File: config.mk
export PLATFORM = sky130hd
export DESIGN_NAME = pipeline_ctrl_flat
export DESIGN_NICKNAME = d
export VERILOG_FILES = /design/src/rtl/pipe_ctrl_pkg.sv /design/src/rtl/pipeline_ctrl_if.sv /design/src/rtl/pipeline_ctrl_hazard_detect.sv /design/src/rtl/pipeline_ctrl.sv /design/src/flat_wrapper.sv
export SDC_FILE = /design/constraint.sdc
export NUM_CORES = 1
export LEC_CHECK = 0
export BUFFER_PORTS_ARGS = -buffer_cell sky130_fd_sc_hd__buf_2
export CAP_MARGIN = 20
export CORE_UTILIZATION = 30
export CTS_BUF_LIST = sky130_fd_sc_hd__clkbuf_4 sky130_fd_sc_hd__clkbuf_8
export DETAILED_ROUTE_END_ITERATION = 8
export PLACE_DENSITY_LB_ADDON = 0.15
export SLEW_MARGIN = 5
export SYNTH_ARGS = -nofsm -noshare
export SYNTH_HDL_FRONTEND = slang
export SYNTH_SLANG_ARGS = --single-unit
export TNS_END_PERCENT = 100
File: constraint.sdc
create_clock -name clk -period 2.25 [get_ports clk]
set_input_delay 0.45 -clock clk [delete_from_list [all_inputs] [get_ports clk]]
set_output_delay 0.45 -clock clk [all_outputs]
set_load 0.01 [all_outputs]
File: src/rtl/pipe_ctrl_pkg.sv
`default_nettype none
// ============================================================================
// Module      : pipe_ctrl_pkg
// Description : Shared types and constants for the pipeline sequencing
//               controller: FSM state encoding, default drain length and the
//               hard-wired zero register index.
// Revision    : 1.0 - initial release
// ============================================================================
package pipe_ctrl_pkg;

  typedef enum logic [1:0] {
    RUN    = 2'd0,
    DRAIN  = 2'd1,
    HALTED = 2'd2
  } pipe_state_e;

  // Halt travels through EX, MEM and WB before the core is considered stopped.
  localparam int DRAIN_CYCLES_DEF = 3;

  localparam logic [4:0] REG_X0 = 5'd0;

endpackage
`default_nettype wire

File: src/rtl/pipeline_ctrl_if.sv
`default_nettype none
// ============================================================================
// Module      : pipe_ctrl_if
// Description : Bundle between the decode/execute datapath and the pipeline
//               sequencing controller.
//               master : datapath side (drives hazard/halt/busy inputs)
//               slave  : controller side (drives enables, flushes, status)
//               Inputs : id_rs1, id_rs2, id_use_rs1, id_use_rs2, id_halt,
//                        ex_mem_read, ex_rd, ex_redirect, mem_busy
//               Outputs: pc/ifid/idex/exmem/memwb_write, ifid/idex_flush,
//                        halted, state, stall_count, flush_count
// Revision    : 1.0 - initial release
// ============================================================================
interface pipe_ctrl_if #(
  parameter int CNT_W = 16
);
  logic [4:0]       id_rs1;
  logic [4:0]       id_rs2;
  logic             id_use_rs1;
  logic             id_use_rs2;
  logic             id_halt;
  logic             ex_mem_read;
  logic [4:0]       ex_rd;
  logic             ex_redirect;
  logic             mem_busy;

  logic             pc_write;
  logic             ifid_write;
  logic             idex_write;
  logic             exmem_write;
  logic             memwb_write;
  logic             ifid_flush;
  logic             idex_flush;
  logic             halted;
  logic [1:0]       state;
  logic [CNT_W-1:0] stall_count;
  logic [CNT_W-1:0] flush_count;

  modport master (
    output id_rs1, id_rs2, id_use_rs1, id_use_rs2, id_halt,
           ex_mem_read, ex_rd, ex_redirect, mem_busy,
    input  pc_write, ifid_write, idex_write, exmem_write, memwb_write,
           ifid_flush, idex_flush, halted, state, stall_count, flush_count
  );

  modport slave (
    input  id_rs1, id_rs2, id_use_rs1, id_use_rs2, id_halt,
           ex_mem_read, ex_rd, ex_redirect, mem_busy,
    output pc_write, ifid_write, idex_write, exmem_write, memwb_write,
           ifid_flush, idex_flush, halted, state, stall_count, flush_count
  );
endinterface
`default_nettype wire

File: src/rtl/pipeline_ctrl_hazard_detect.sv
`default_nettype none
// ============================================================================
// Module      : hazard_detect
// Description : Combinational load-use comparator. Flags when the load in EX
//               writes a register that the instruction in ID reads.
//               Inputs : ex_mem_read, ex_rd, id_rs1, id_rs2, id_use_rs1/2
//               Output : load_use
// Revision    : 1.0 - initial release
// ============================================================================
module hazard_detect
  import pipe_ctrl_pkg::*;
(
  input  wire logic       ex_mem_read,
  input  wire logic [4:0] ex_rd,
  input  wire logic [4:0] id_rs1,
  input  wire logic [4:0] id_rs2,
  input  wire logic       id_use_rs1,
  input  wire logic       id_use_rs2,
  output logic            load_use
);

  logic w_rs1_hit;
  logic w_rs2_hit;

  assign w_rs1_hit = id_use_rs1 && (ex_rd == id_rs1);
  assign w_rs2_hit = id_use_rs2 && (ex_rd == id_rs2);

  // x0 is never written, so a load targeting it cannot create a dependency.
  assign load_use = ex_mem_read && (ex_rd != REG_X0) && (w_rs1_hit || w_rs2_hit);

endmodule
`default_nettype wire

File: src/rtl/pipeline_ctrl.sv
`default_nettype none
// ============================================================================
// Module      : pipeline_ctrl
// Description : Pipeline sequencing controller for the 5-stage core. Produces
//               per-stage write enables and bubble flushes for load-use
//               stalls, redirects, memory-busy freezes and halt drain; owns
//               the halt FSM and saturating stall/flush event counters.
//               Ports  : clk, rst_n (async, active-low), bus (pipe_ctrl_if)
// Revision    : 1.0 - initial release
// ============================================================================
module pipeline_ctrl
  import pipe_ctrl_pkg::*;
#(
  parameter int DRAIN_CYCLES = DRAIN_CYCLES_DEF,
  parameter int CNT_W        = 16
) (
  input  wire logic   clk,
  input  wire logic   rst_n,
  pipe_ctrl_if.slave  bus
);

  localparam int DW = (DRAIN_CYCLES > 1) ? $clog2(DRAIN_CYCLES) : 1;
  localparam logic [DW-1:0] C_DRAIN_LAST = DW'(DRAIN_CYCLES - 1);

  pipe_state_e      r_state;
  pipe_state_e      w_state_next;
  logic [DW-1:0]    r_drain_cnt;
  logic [DW-1:0]    w_drain_next;
  logic [CNT_W-1:0] r_stall_count;
  logic [CNT_W-1:0] r_flush_count;
  logic             w_stall_inc;
  logic             w_flush_inc;
  logic             w_load_use;
  logic [4:0]       w_en;      // {pc, ifid, idex, exmem, memwb}
  logic [1:0]       w_flush;   // {ifid, idex}

  hazard_detect u_hazard (
    .ex_mem_read (bus.ex_mem_read),
    .ex_rd       (bus.ex_rd),
    .id_rs1      (bus.id_rs1),
    .id_rs2      (bus.id_rs2),
    .id_use_rs1  (bus.id_use_rs1),
    .id_use_rs2  (bus.id_use_rs2),
    .load_use    (w_load_use)
  );

  always_ff @(posedge clk or negedge rst_n) begin
    if (!rst_n) begin
      r_state       <= RUN;
      r_drain_cnt   <= '0;
      r_stall_count <= '0;
      r_flush_count <= '0;
    end else begin
      r_state     <= w_state_next;
      r_drain_cnt <= w_drain_next;
      if (w_stall_inc && (r_stall_count != '1)) r_stall_count <= r_stall_count + 1'b1;
      if (w_flush_inc && (r_flush_count != '1)) r_flush_count <= r_flush_count + 1'b1;
    end
  end

  always_comb begin
    w_en         = 5'b00000;
    w_flush      = 2'b00;
    w_state_next = r_state;
    w_drain_next = r_drain_cnt;
    w_stall_inc  = 1'b0;
    w_flush_inc  = 1'b0;
    if (!rst_n) begin
      // Outputs follow the asynchronous reset directly, not the next edge.
      w_flush = 2'b11;
    end else begin
      case (r_state)
        RUN: begin
          if (bus.mem_busy) begin
            w_stall_inc = 1'b1;
          end else if (bus.ex_redirect) begin
            // Younger instructions (including any halt or load-use) are wrong-path.
            w_en        = 5'b11111;
            w_flush     = 2'b11;
            w_flush_inc = 1'b1;
          end else if (w_load_use) begin
            w_en        = 5'b00111;
            w_flush     = 2'b01;
            w_stall_inc = 1'b1;
          end else if (bus.id_halt) begin
            w_en         = 5'b01111;
            w_flush      = 2'b10;
            w_state_next = DRAIN;
            w_drain_next = '0;
          end else begin
            w_en = 5'b11111;
          end
        end
        DRAIN: begin
          w_flush = 2'b11;
          if (!bus.mem_busy) begin
            w_en = 5'b01111;
            if (r_drain_cnt == C_DRAIN_LAST) w_state_next = HALTED;
            else                             w_drain_next = r_drain_cnt + DW'(1);
          end
        end
        HALTED: begin
          w_en = 5'b00000;
        end
        default: begin
          w_state_next = RUN;
        end
      endcase
    end
  end

  assign {bus.pc_write, bus.ifid_write, bus.idex_write, bus.exmem_write, bus.memwb_write} = w_en;
  assign {bus.ifid_flush, bus.idex_flush} = w_flush;
  assign bus.halted      = (r_state == HALTED);
  assign bus.state       = r_state;
  assign bus.stall_count = r_stall_count;
  assign bus.flush_count = r_flush_count;

endmodule
`default_nettype wire

File: src/flat_wrapper.sv
// flat-port wrapper written by rule: the top's interface ports become plain ports
module pipeline_ctrl_flat import pipe_ctrl_pkg::*;
#(
  parameter int DRAIN_CYCLES = DRAIN_CYCLES_DEF,
  parameter int CNT_W        = 16
)
  (clk, rst_n, bus_id_rs1, bus_id_rs2, bus_id_use_rs1, bus_id_use_rs2, bus_id_halt, bus_ex_mem_read, bus_ex_rd, bus_ex_redirect, bus_mem_busy, bus_pc_write, bus_ifid_write, bus_idex_write, bus_exmem_write, bus_memwb_write, bus_ifid_flush, bus_idex_flush, bus_halted, bus_state, bus_stall_count, bus_flush_count);
  pipe_ctrl_if #(.CNT_W(CNT_W)) bus_i ();
  input  wire logic clk;
  input  wire logic rst_n;
  input wire logic [$bits(bus_i.id_rs1)-1:0] bus_id_rs1;
  input wire logic [$bits(bus_i.id_rs2)-1:0] bus_id_rs2;
  input wire logic [$bits(bus_i.id_use_rs1)-1:0] bus_id_use_rs1;
  input wire logic [$bits(bus_i.id_use_rs2)-1:0] bus_id_use_rs2;
  input wire logic [$bits(bus_i.id_halt)-1:0] bus_id_halt;
  input wire logic [$bits(bus_i.ex_mem_read)-1:0] bus_ex_mem_read;
  input wire logic [$bits(bus_i.ex_rd)-1:0] bus_ex_rd;
  input wire logic [$bits(bus_i.ex_redirect)-1:0] bus_ex_redirect;
  input wire logic [$bits(bus_i.mem_busy)-1:0] bus_mem_busy;
  output wire logic [$bits(bus_i.pc_write)-1:0] bus_pc_write;
  output wire logic [$bits(bus_i.ifid_write)-1:0] bus_ifid_write;
  output wire logic [$bits(bus_i.idex_write)-1:0] bus_idex_write;
  output wire logic [$bits(bus_i.exmem_write)-1:0] bus_exmem_write;
  output wire logic [$bits(bus_i.memwb_write)-1:0] bus_memwb_write;
  output wire logic [$bits(bus_i.ifid_flush)-1:0] bus_ifid_flush;
  output wire logic [$bits(bus_i.idex_flush)-1:0] bus_idex_flush;
  output wire logic [$bits(bus_i.halted)-1:0] bus_halted;
  output wire logic [$bits(bus_i.state)-1:0] bus_state;
  output wire logic [$bits(bus_i.stall_count)-1:0] bus_stall_count;
  output wire logic [$bits(bus_i.flush_count)-1:0] bus_flush_count;
  assign bus_i.id_rs1 = bus_id_rs1;
  assign bus_i.id_rs2 = bus_id_rs2;
  assign bus_i.id_use_rs1 = bus_id_use_rs1;
  assign bus_i.id_use_rs2 = bus_id_use_rs2;
  assign bus_i.id_halt = bus_id_halt;
  assign bus_i.ex_mem_read = bus_ex_mem_read;
  assign bus_i.ex_rd = bus_ex_rd;
  assign bus_i.ex_redirect = bus_ex_redirect;
  assign bus_i.mem_busy = bus_mem_busy;
  assign bus_pc_write = bus_i.pc_write;
  assign bus_ifid_write = bus_i.ifid_write;
  assign bus_idex_write = bus_i.idex_write;
  assign bus_exmem_write = bus_i.exmem_write;
  assign bus_memwb_write = bus_i.memwb_write;
  assign bus_ifid_flush = bus_i.ifid_flush;
  assign bus_idex_flush = bus_i.idex_flush;
  assign bus_halted = bus_i.halted;
  assign bus_state = bus_i.state;
  assign bus_stall_count = bus_i.stall_count;
  assign bus_flush_count = bus_i.flush_count;
  pipeline_ctrl #(.DRAIN_CYCLES(DRAIN_CYCLES), .CNT_W(CNT_W)) u_core (.clk(clk), .rst_n(rst_n), .bus(bus_i));
endmodule
# Word level (Yosys, flattened, before mapping)
# Index checks and enable logic that the tools add are counted.
# classes
eq_ne	14
reduce_logical	12
bitwise_logic	1
n_mux	36
addsub	3
# op_table
operator	count
2-to-1 mux 2 bit	17
adder 16 x 1 -> 16 bit (second input constant)	2
inequality test 16 bit (second input constant)	2
2-to-1 mux 5 bit	5
AND reduction 8 bit	2
inequality test 2 bit (second input constant)	6
== test 5 bit	2
one-hot mux 5 bit (2 select lines)	1
2-to-1 mux 1 bit	9
one-hot mux 2 bit (2 select lines)	2
logical AND 1 bit	6
one-hot mux 2 bit (3 select lines)	1
nonzero test 5 bit	1
== test 2 bit (second input constant)	2
2-to-1 mux 4 bit	1
adder 2 x 1 -> 2 bit (second input constant)	1
== test 2 x 1 -> 1 bit (second input constant)	1
zero test 2 bit	1
inequality test 2 x 1 -> 1 bit (second input constant)	1
nonzero test 2 bit	1
logical OR 1 bit	1
NOT 1 bit	1
# word_totals
in_bits	23
ff_bits	36

# Longest topological paths before layout
# Gate-level depths: netlist (run 1).
# logic_depth
ltp_word	10
mapped_depth	8
mapped_depth_nobuf	7

# Hierarchy
# Synthesis (run 1) repeated with hierarchy kept, for this count alone.
# hier_totals
hier_cells	198
hier_area_um2	2009.4
# by_module_without_submodules
mod	area_per_inst_um2	instances	seq_area_each_um2	cells_per_inst
pipeline_ctrl	1875.5	1	900.9	181
hazard_detect	133.9	1	0.0	17

# Worst setup path after synthesis (run 1)
# No wires, ideal clock.
# synth_path
path_kind	input to output
from	input port bus_ex_rd[1]
to	output port bus_pc_write
stages	5
setup_slack_ns	0.139
t_arrival_ns	1.661
path_cell_list	or4_4 > o21ai_0 > or2_2 > a21oi_1 > nor3_1
# synth_between
elab_chain_len	9
word_cells_on_any_way	13
classes_between	eq/ne (2); mux (5); reduce/logical (6)
# synth_rtl
element	line_no	rtl
start: declaration	flat_wrapper.sv:17	input wire logic [$bits(bus_i.ex_rd)-1:0] bus_ex_rd;
== test 5 bit, on equally long branches	pipeline_ctrl_hazard_detect.sv:25, pipeline_ctrl_hazard_detect.sv:26	
logical AND 1 bit, on equally long branches	pipeline_ctrl_hazard_detect.sv:25, pipeline_ctrl_hazard_detect.sv:26	
logical OR 1 bit	pipeline_ctrl_hazard_detect.sv:29	assign load_use = ex_mem_read && (ex_rd != REG_X0) && (w_rs1_hit || w_rs2_hit);
logical AND 1 bit *	pipeline_ctrl_hazard_detect.sv:29	
2-to-1 mux 5 bit *	pipeline_ctrl.sv:81	end else if (w_load_use) begin
2-to-1 mux 5 bit *	pipeline_ctrl.sv:76	end else if (bus.ex_redirect) begin
2-to-1 mux 5 bit *	pipeline_ctrl.sv:74	if (bus.mem_busy) begin
one-hot mux 5 bit (2 select lines) *	pipeline_ctrl.sv:72	case (r_state)
2-to-1 mux 5 bit *	pipeline_ctrl.sv:68	if (!rst_n) begin
end: declaration	flat_wrapper.sv:20	output wire logic [$bits(bus_i.pc_write)-1:0] bus_pc_write;
# Mark *: on every way between the ends. The rest lies on a longest branch, timed or not.

# Worst setup path after layout (run 1)
# layout_path
from	input port bus_ex_rd[3]
to	output port bus_ifid_write
# layout_between
elab_chain_len	9
word_cells_on_any_way	13
classes_between	eq/ne (2); mux (5); reduce/logical (6)
# layout_rtl
element	line_no	rtl
== test 5 bit, on equally long branches	pipeline_ctrl_hazard_detect.sv:25, pipeline_ctrl_hazard_detect.sv:26	
logical AND 1 bit, on equally long branches	pipeline_ctrl_hazard_detect.sv:25, pipeline_ctrl_hazard_detect.sv:26	
logical OR 1 bit	pipeline_ctrl_hazard_detect.sv:29	
logical AND 1 bit *	pipeline_ctrl_hazard_detect.sv:29	
2-to-1 mux 5 bit *	pipeline_ctrl.sv:81	
2-to-1 mux 5 bit *	pipeline_ctrl.sv:76	
2-to-1 mux 5 bit *	pipeline_ctrl.sv:74	
one-hot mux 5 bit (2 select lines) *	pipeline_ctrl.sv:72	
2-to-1 mux 5 bit *	pipeline_ctrl.sv:68	
end: declaration	flat_wrapper.sv:21	output wire logic [$bits(bus_i.ifid_write)-1:0] bus_ifid_write;
# Marks and branches as above.

==> results.md, run 1 <==
* Status: finished, violations left
* Failing checks: design-rule violations, negative setup slack
* WL per Instance at between 10 and 15 microns
* # H-tree levels at 2
* GRT Util Overall at between 10% and 20%
* Clock Skew at around 11 ps
* Post-Place Cells at between 300 and 400
* Area contributors post-synth: dfrtp_1 (44%), xnor2_1 (10%), xor2_1 (5.6%)
* Hold Fails Final Rpt at 0
* Routed vias/inst at about 4.8
* Sw frac at 27.6%
* Die area at just over 7000 sq um
* Crit path cell chain: buf_8, xor2_2, nor4_2, a32oi_2, or2_4, o31a_1, buf_2
* Worst setup EP type: output pin
* Pwr/cell area at 771 nW/um^2
* Most frequent cells in the layout: buf_2 (62), dfrtp_1 (36), xnor2_1 (24)
* WP buf/inv at 2
* Core area at 6420 sq um
* IO Pins at 65
* Area grow syn2layout at 34.3%
* CTS sink count at 36
* Worst Path Max Fanout at 3
* Slowest CP cell: nor4_2
* Critical path type: in2out
* Clk buf depth at 2
* Total CTS buffers at 5
* Clock Latency Late Sink at roughly 290 ps
* Pleak at around 0.0014 uW
* Hold/Removal Path Class: in2async
* Number of global-route vias before repair at around 1700
* DR pass1 iterations at 6
* Final setup fails at 1
* TritonCTS clock tree: done
* Initial DRC Count at 43
* NetSw at a little under 600 uW
* Startpoint class of the critical path: input port
* Buffers on Ports at 64
* PnR worst setup slack at -1.07 ps
* Vert. Die Dim at 84.1 microns
* Worst-path clk slew at about 80 ps
* Synthesized net count at between 200 and 250
* Highest Clock Rate at between 400 and 500 MHz
* Post-Synthesis Cells at 200
* Pre-CTS setup slack at -106 ps
* Number of max-cap violations at 0
* Post-synthesis sequential area ratio at between 40% and 50%
* Final HPWL from detailed placement at 3.38 mm
* CP delay by family, top: simple AND/OR/NAND/NOR gates
* Cell row count at 29
* Fin crit share at 100%
* Dpl cell area at 2500 sq um
* Slew @ Worst Pin at between 500 and 600 ps
* Yosys warnings at 0
* Mean area per synthesized cell at between 10 and 15 sq um
* ANT nets after route at 0
* Top-area cell type share of the netlist area at 44.5%
* RSZ-0062 raised after global routing: true
* CTS Hold Bufs at 0
* Cell internal pwr at roughly 1500 uW
* Total congestion overflow at 0
* Root buffer cell: clkbuf_8
* Final GP Congestion at just over 0.8
* CP required at 1800 ps
* Flops & latches, synth at 36
* Crit path DAT at 1800 ps
* Antenna cells at 0
* Logic pwr share at 24.2%
* Post-synth EDFFs at 0
* Initial core utilization at 31.5%
* Final min period at 2250 ps
* Global-route wire length before repair at around 7.5 mm
* Clock power share at 37.9%
* Synth Cell Area at 2020 sq um
* Cell area after layout at around 2700 sq um
* Flop pwr share at a little under two fifths
* Count of different cell masters after synthesis at 44
* Max-slew headroom at between 60% and 70%
* Vias at roughly 1700
* Layout cell share with drive strength beyond 1 at roughly 36%
* Initial antenna violation count at 0
* Area leader, netlist: dfrtp_1
* Post-Layout Cell Count at 358
* Most common cell after layout, fill and taps aside: buf_2
* Final WL at about 4.5 mm
* Crit-path max cell delay at about 280 ps
* Asr flop ratio synth at 100%
* Largest net degree at the start of global routing at 45
* Peak VDD IR at roughly 0.00045 V
* Max Transition Viols Final at 0
* Die width at approximately 84 microns
* Nets at between 300 and 400
* DRC errors left at 8
* Main flop type after synthesis: dfrtp_1
## cell type report
cell class | instances | area [sq um]
clock buffers | 5 | 68.8
clock inverters | 3 | 90.1
fillers | 649 | 3700
inverters | 6 | 22.5
multi-input cells | 153 | 1090
flip-flops and latches | 36 | 901
well taps | 77 | 96.3
repair buffers | 78 | 454
## cells by family (layout without fill, tap and decap cells)
kind of cell               Yosys count  in the layout  share of synthesized area, %
AOI/OAI and AO/OA                   20             20                          7.23
xor gates and xnor gates            37             37                          16.0
adders and majority gates            3              3                          1.85
buffers and inverters               11             92                          3.21
DFF                                 36             36                          44.5
muxes                                5              5                          2.66
and+or+nand+nor                     88             88                          24.5
## power by group through the flow
stage / sequential (uW) / combinational (uW) / clock, uW
finish: 793 / 508 / 795
global placement: 806 / 502 / 0
global route: 806 / 575 / 842
floorplan: 833 / 282 / 0
detailed placement: 808 / 502 / 0
CTS: 795 / 506 / 817
## synth_stat cells (2+ instances only)
| cell | number |
|---|---|
| a21oi_1 | 2 |
| o21ai_0 | 4 |
| xor2_1 | 13 |
| xnor2_1 | 24 |
| nor3_1 | 2 |
| nand2b_1 | 3 |
| mux2_2 | 2 |
| inv_1 | 6 |
| and4_1 | 2 |
| nand4_1 | 10 |
| mux2i_1 | 2 |
| buf_4 | 2 |
| buf_6 | 2 |
| or2_2 | 2 |
| and2_1 | 2 |
| dfrtp_1 | 36 |
| ha_1 | 3 |
| nand2_1 | 23 |
| o21ai_1 | 3 |
| a21o_1 | 2 |
| nand3_1 | 12 |
| nor2_1 | 13 |
| and3_1 | 9 |
## flip-flops by register name, summed over array words and instances, names as in the netlist
name / flops
u_core.bus.state: 2
u_core.r_drain_cnt: 2
u_core.bus.flush_count: 16
u_core.bus.stall_count: 16
## through the flow
stage	power [uW]	hold slack (ps)	setup TNS, ps	utilization (%)
3_3_place_gp	1310	463	-227	38.9
3_5_place_dp	1310	460	-326	38.9
5_1_grt	2220	154	-190	42.3
6_report	2100	142	-1.07	42.3
2_1_floorplan	1120	154	0	-
4_1_cts	2120	143	-4.65	41.6
## path summary, 6_finish.rpt
path | cells past startpoint | to | from | slack [ps]
hold / removal | 2 | u_core.bus.flush_count[6] | rst_n | 140
max in group asynchronous | 2 | u_core.bus.flush_count[13] | rst_n | 1900
hold reg to reg | 1 | u_core.r_drain_cnt[0] | u_core.r_drain_cnt[0] | 470
setup reg to reg | 6 | u_core.bus.stall_count[1] | u_core.bus.stall_count[0] | 150
min in group clk | 1 | u_core.r_drain_cnt[0] | u_core.r_drain_cnt[0] | 470
setup / recovery | 7 | bus_ifid_write | bus_ex_rd[3] | -1
## routing by layer
layer  vias to the layer above  part of all wire (%)  GRT usage (%)
met3                         9                   4.5           3.54
met1                       822                    46           16.9
met5                         -                     0              0
met2                        37                    48           21.8
li1                        859                     -              -
met4                         0                   1.7           5.17
## timing repair
item / 4_1_cts / 5_1_grt
gates resized for setup: 5 / 6
pin swaps: 3 / 4
setup buffers: 0 / 2
endpoints found under the setup margin: 3 / 4
Note: power is estimated with default switching activity, not from simulation.
==> run 2: changes to the inputs <==
--- a/config.mk
+++ b/config.mk
@@ -8,9 +8,9 @@
 export BUFFER_PORTS_ARGS = -buffer_cell sky130_fd_sc_hd__buf_2
 export CAP_MARGIN = 20
 export CORE_UTILIZATION = 30
-export CTS_BUF_LIST = sky130_fd_sc_hd__clkbuf_4 sky130_fd_sc_hd__clkbuf_8
 export DETAILED_ROUTE_END_ITERATION = 8
 export PLACE_DENSITY_LB_ADDON = 0.15
+export REMOVE_ABC_BUFFERS = 1
 export SLEW_MARGIN = 5
 export SYNTH_ARGS = -nofsm -noshare
 export SYNTH_HDL_FRONTEND = slang
==> results.md, run 2 (synthesis results as in run 1) <==
* Status: finished, violations left
* Failing checks: design-rule violations, negative setup slack
* Die width at approximately 84 microns
* Global-route wire length before repair at 7.62 mm
* PnR worst setup slack at -9.86 ps
* R2R Setup Slk at around 260 ps
* Reg2Reg Depth at 5
* Slew @ Worst Pin at between 300 and 400 ps
* Largest net degree at the start of global routing at 45
* Worst-path clk slew at roughly 70 ps
* Final WL at ~4.7 mm
* Storage element area at 901 sq um
* ANT nets after route at 0
* Hold slack at between 100 and 150 ps
* Hold/Removal Path Class: in2async
* Area grow syn2layout at 31.8%
* Total congestion overflow at 0
* Vert. Die Dim at 84.1 microns
* Clk buf depth at 2
* Tot Pwr at 1820 uW
* IO Pins at 65
* WP buf/inv at 2
* Worst Path Max Fanout at 3
* Final setup fails at 1
* Peak VDD IR at 0.000379 V
* CP required at roughly 1800 ps
* Nets at 306
* R2R Path Start: u_core.bus.state[1]
* Hold Fails Final Rpt at 0
* DRC errors left at 6
* Crit path DAT at 1810 ps
* CTS Hold Bufs at 0
* Fin crit share at 100%
* GRT Util Overall at between 10% and 20%
* # H-tree levels at 2
* Max-slew headroom at between 70% and 80%
* Root buffer cell: clkbuf_8
* Startpoint class of the critical path: input port
* TritonCTS clock tree: done
* Area of the multi-input gates at approximately 1100 sq um
* Most common cell after layout, fill and taps aside: buf_2
* Max Transition Viols Final at 0
* Routed vias/inst at slightly below 5
* Buffers on Ports at 64
* Initial DRC Count at 50
* Worst r2r dst: u_core.bus.stall_count[1]
* Vias at around 1700
* Crit path cell chain: buf_6, xor2_2, nor4_2, a32oi_2, or2_4, o31a_1, buf_2
* Critical path type: in2out
* Number of global-route vias before repair at between 1500 and 2000
* Pleak at ~0.0013 uW
* CTS sink count at 36
* Highest Clock Rate at 443 MHz
* Number of max-cap violations at 0
* Total CTS buffers at 5
* Initial antenna violation count at 0
* Most frequent cells in the layout: buf_2 (60), dfrtp_1 (36), xnor2_1 (24)
* Final min period at 2260 ps
* Fin util at about two fifths
* RSZ-0062 raised after global routing: true
* Core area at between 6000 and 7000 sq um
* Final GP Congestion at 0.781
* Worst setup EP type: output pin
* Layout cell share with drive strength beyond 1 at between 30% and 40%
* WL per Instance at ~13 microns
* CP delay by family, top: simple AND/OR/NAND/NOR gates
* Fill count at between 600 and 700
* DR pass1 iterations at 6
* Pre-CTS setup slack at -79.3 ps
* Pwr/cell area at just under 700 nW/um^2
* Slowest CP cell: nor4_2
* Clock Skew at 3.22 ps
* Clock Latency Late Sink at 280 ps
* Antenna cells at 0
* Cell row count at 29
* Final HPWL from detailed placement at between 3 and 4 mm
* Die area at 7080 sq um
* Crit-path max cell delay at slightly above 300 ps
* Initial core utilization at 31.5%
-- run 2: changes by cell type in the layout (fill, tap and decap cells not counted), sizes merged --
cell | previous run | this run
bufinv | 3 | 0
clkbuf | 5 | 7
-- run 2: cell type report --
cell class,count,share of cell area [%]
clock buffers,7,3.61
inverters,6,0.844
multi-input cells,153,41.0
flip-flops and latches,36,33.8
well taps,77,3.61
repair buffers,78,17.2
-- run 2: worst max-delay path by stage --
| stage | from | endpoint | slack (ps) | cells past startpoint |
|---|---|---|---|---|
| after global routing | bus_id_rs1[1] | bus_pc_write | -60 | 8 |
| after floorplan | bus_ex_rd[1] | bus_pc_write | 140 | 5 |
| final | bus_id_rs1[1] | bus_ifid_write | -10 | 7 |
| after CTS | bus_ex_rd[4] | bus_ifid_write | 3 | 7 |
| after detailed placement | bus_ex_rd[3] | bus_ifid_write | -80 | 7 |
| after global placement | bus_ex_rd[3] | bus_ifid_write | -60 | 7 |
-- run 2: metrics by stage --
step | cell area, sq um | cells | setup TNS, ps
6_report | 2670 | 357 | -9.86
5_1_grt | 2670 | 357 | -214
4_1_cts | 2630 | 356 | 0
3_5_place_dp | 2500 | 348 | -252
3_3_place_gp | 2500 | 348 | -180
2_1_floorplan | 1980 | 195 | 0
-- run 2: timing repair --
| item | 4_1_cts | 5_1_grt |
|---|---|---|
| setup endpoints to repair | 3 | 4 |
| gates resized for setup | 8 | 4 |
| hold endpoints to repair | 0 | 0 |
| setup buffers | 1 | 1 |
| pin swaps | 2 | 2 |
-- run 2: power breakdown --
part           leakage (uW)  total (uW)  switching, uW  internal (uW)
combinational      0.000810         525            277            248
clock             0.0000503         495            222            273
sequential         0.000482         796           75.8            720
-- run 2: routing by layer --
layer,wire length [microns],vias to the layer above,GRT usage (%)
li1,-,852,-
met1,2040,827,15.5
met2,2320,39,24.1
met3,210,12,4.03
met4,114,0,6.11
met5,0,-,0
==> run 3: changes to the inputs <==
--- a/config.mk
+++ b/config.mk
@@ -8,9 +8,12 @@
 export BUFFER_PORTS_ARGS = -buffer_cell sky130_fd_sc_hd__buf_2
 export CAP_MARGIN = 20
 export CORE_UTILIZATION = 30
+export CTS_BUF_LIST = sky130_fd_sc_hd__clkbuf_16
+export CTS_CLUSTER_SIZE = 14
 export DETAILED_ROUTE_END_ITERATION = 8
 export PLACE_DENSITY_LB_ADDON = 0.15
 export REMOVE_ABC_BUFFERS = 1
+export SETUP_SLACK_MARGIN = 0.02
 export SLEW_MARGIN = 5
 export SYNTH_ARGS = -nofsm -noshare
 export SYNTH_HDL_FRONTEND = slang
==> results.md, run 3 (synthesis results as in run 1) <==
* Worst setup EP type: output pin
* Crit path cell chain: buf_6, xor2_2, nor4_2, a32oi_2, or2_4, o31a_1, buf_2
* Area of the multi-input gates at 1080 sq um
* Sw frac at 30.3%
* Fill count at approximately 630
* Clock Skew at around 2.3 ps
* Vias at approximately 1700
* Fin crit share at 100%
* Reg2Reg Depth at 5
* Total congestion overflow at 0
* Nets at 306
* Hold slack at 155 ps
* TritonCTS clock tree: done
* Storage element area at 901 sq um
* Final setup fails at 1
* # H-tree levels at 2
* Crit-path max cell delay at around 300 ps
* Crit path DAT at roughly 1800 ps
* Most frequent cells in the layout: buf_2 (60), dfrtp_1 (36), xnor2_1 (24)
* Clock Latency Late Sink at 270 ps
* Startpoint class of the critical path: input port
* Max Transition Viols Final at 0
* Slowest CP cell: nor4_2
* Initial DRC Count at 39
* Vert. Die Dim at around 84 microns
* Final GP Congestion at about 0.8
* CTS sink count at 36
* Logic pwr share at between 20% and 30%
* Dpl cell area at around 2500 sq um
* Core area at between 6000 and 7000 sq um
* ANT nets after route at 0
* IO Pins at 65
* Flop pwr share at around 41%
* Pleak at roughly 0.0014 uW
* Buffers on Ports at between 60 and 70
* Most common cell after layout, fill and taps aside: buf_2
* R2R Setup Slk at 160 ps
* Final WL at between 4 and 5 mm
* Hold/Removal Path Class: in2async
* Initial antenna violation count at 0
* Die width at between 80 and 90 microns
* R2R Path Start: u_core.bus.state[1]
* GRT Util Overall at 13.7%
* Highest Clock Rate at 443 MHz
* Critical path type: in2out
* Area grow syn2layout at 32.9%
* Root buffer cell: clkbuf_16
* Cell area after layout at approximately 2700 sq um
* Clk buf depth at 2
* Slew @ Worst Pin at between 500 and 600 ps
* Worst r2r dst: u_core.bus.stall_count[1]
* Worst-path clk slew at 50 ps
* Worst setup path startpoint: bus_id_rs1[1]
* Post-Place Cells at 348
* Largest net degree at the start of global routing at 45
* Clock power share at around 33%
* PnR worst setup slack at -7.09 ps
* Initial core utilization at a little under a third
* Die area at about 7100 sq um
* Cell internal pwr at ~1400 uW
* Post-Layout Cell Count at about 360
* Total CTS buffers at 5
* Final HPWL from detailed placement at approximately 3.5 mm
* Number of max-cap violations at 0
* Pwr/cell area at roughly 730 nW/um^2
* DRC errors left at 6
* Peak VDD IR at roughly 0.00030 V
* Hold Fails Final Rpt at 0
* Antenna cells at 0
* Failing checks: design-rule violations, negative setup slack
* NetSw at 591 uW
* Routed vias/inst at between 4 and 5
* DR pass1 iterations at 6
* WL per Instance at 12.9 microns
* Layout cell share with drive strength beyond 1 at 35.0%
* Fin util at roughly two fifths
* CP required at between 1500 and 2000 ps
* RSZ-0062 raised after global routing: true
* Max-slew headroom at a little over three fifths
* Cell row count at 29
* Final min period at ~2300 ps
* Status: finished, violations left
* Worst Path Max Fanout at 3
* Global-route wire length before repair at about 7.7 mm
* CP endpoint: bus_ifid_write
* CTS Hold Bufs at 0
* Number of global-route vias before repair at between 1500 and 2000
run 3: changes by cell type in the layout (fill, tap and decap cells not counted):
cell / delta
o22ai_4: -1
clkbuf_8: -7
clkinv_1: +2
o22ai_2: +1
nor4_2: -1
clkbuf_16: +5
nor4_1: +1
run 3: per-stage QoR:
stage | setup slack (ps) | TNS (ps) | power, uW
after floorplan | 139 | 0 | 1090
after detailed placement | -79.3 | -252 | 1320
after global routing | -70.6 | -248 | 2070
final | -7.09 | -7.09 | 1950
after CTS | 4.93 | 0 | 1990
after global placement | -60.7 | -180 | 1310
run 3: worst min path at each step:
stage,start,cells past startpoint,to
2_1_floorplan,rst_n,0,u_core.bus.flush_count[0]
3_3_place_gp,rst_n,2,u_core.bus.state[0]
3_5_place_dp,rst_n,2,u_core.bus.state[1]
4_1_cts,rst_n,2,u_core.bus.state[1]
5_1_grt,rst_n,2,u_core.bus.state[0]
6_report,rst_n,2,u_core.bus.state[1]
run 3: area by class of cell:
class                   count  area share (%)
multi-input cells         153            40.1
flip-flops and latches     36            33.5
repair buffers             78            17.1
clock buffers               5            4.65
well taps                  77            3.58
inverters                   6           0.837
clock inverters             2           0.279
run 3: what timing repair did:
item | 4_1_cts | 5_1_grt
buffers inserted | 2 | 0
setup endpoints to repair | 4 | 4
pin swaps | 6 | 1
hold endpoints to repair | 0 | 0
gates resized for setup | 8 | 2
run 3: critical path, delay by kind of cell:
kind                   cells  cell delay [ps]
AO/OA/AOI/OAI              2              400
XOR/XNOR                   1              160
buffers and inverters      2              230
AND/OR/NAND/NOR            2              560
run 3: routing by layer:
layer / global-route usage [%] / up-vias / part of all wire, %
li1: - / 855 / -
met1: 15.6 / 827 / 44
met2: 24.0 / 36 / 50
met3: 3.74 / 8 / 4.3
met4: 6.11 / 0 / 2.0
met5: 0 / - / 0
run 3: power by group through the flow:
stage	clock [uW]	sequential (uW)	combinational, uW
after floorplan	0	844	246
after global placement	0	804	507
after detailed placement	0	810	514
after CTS	664	799	523
after global routing	686	812	575
final	637	798	520
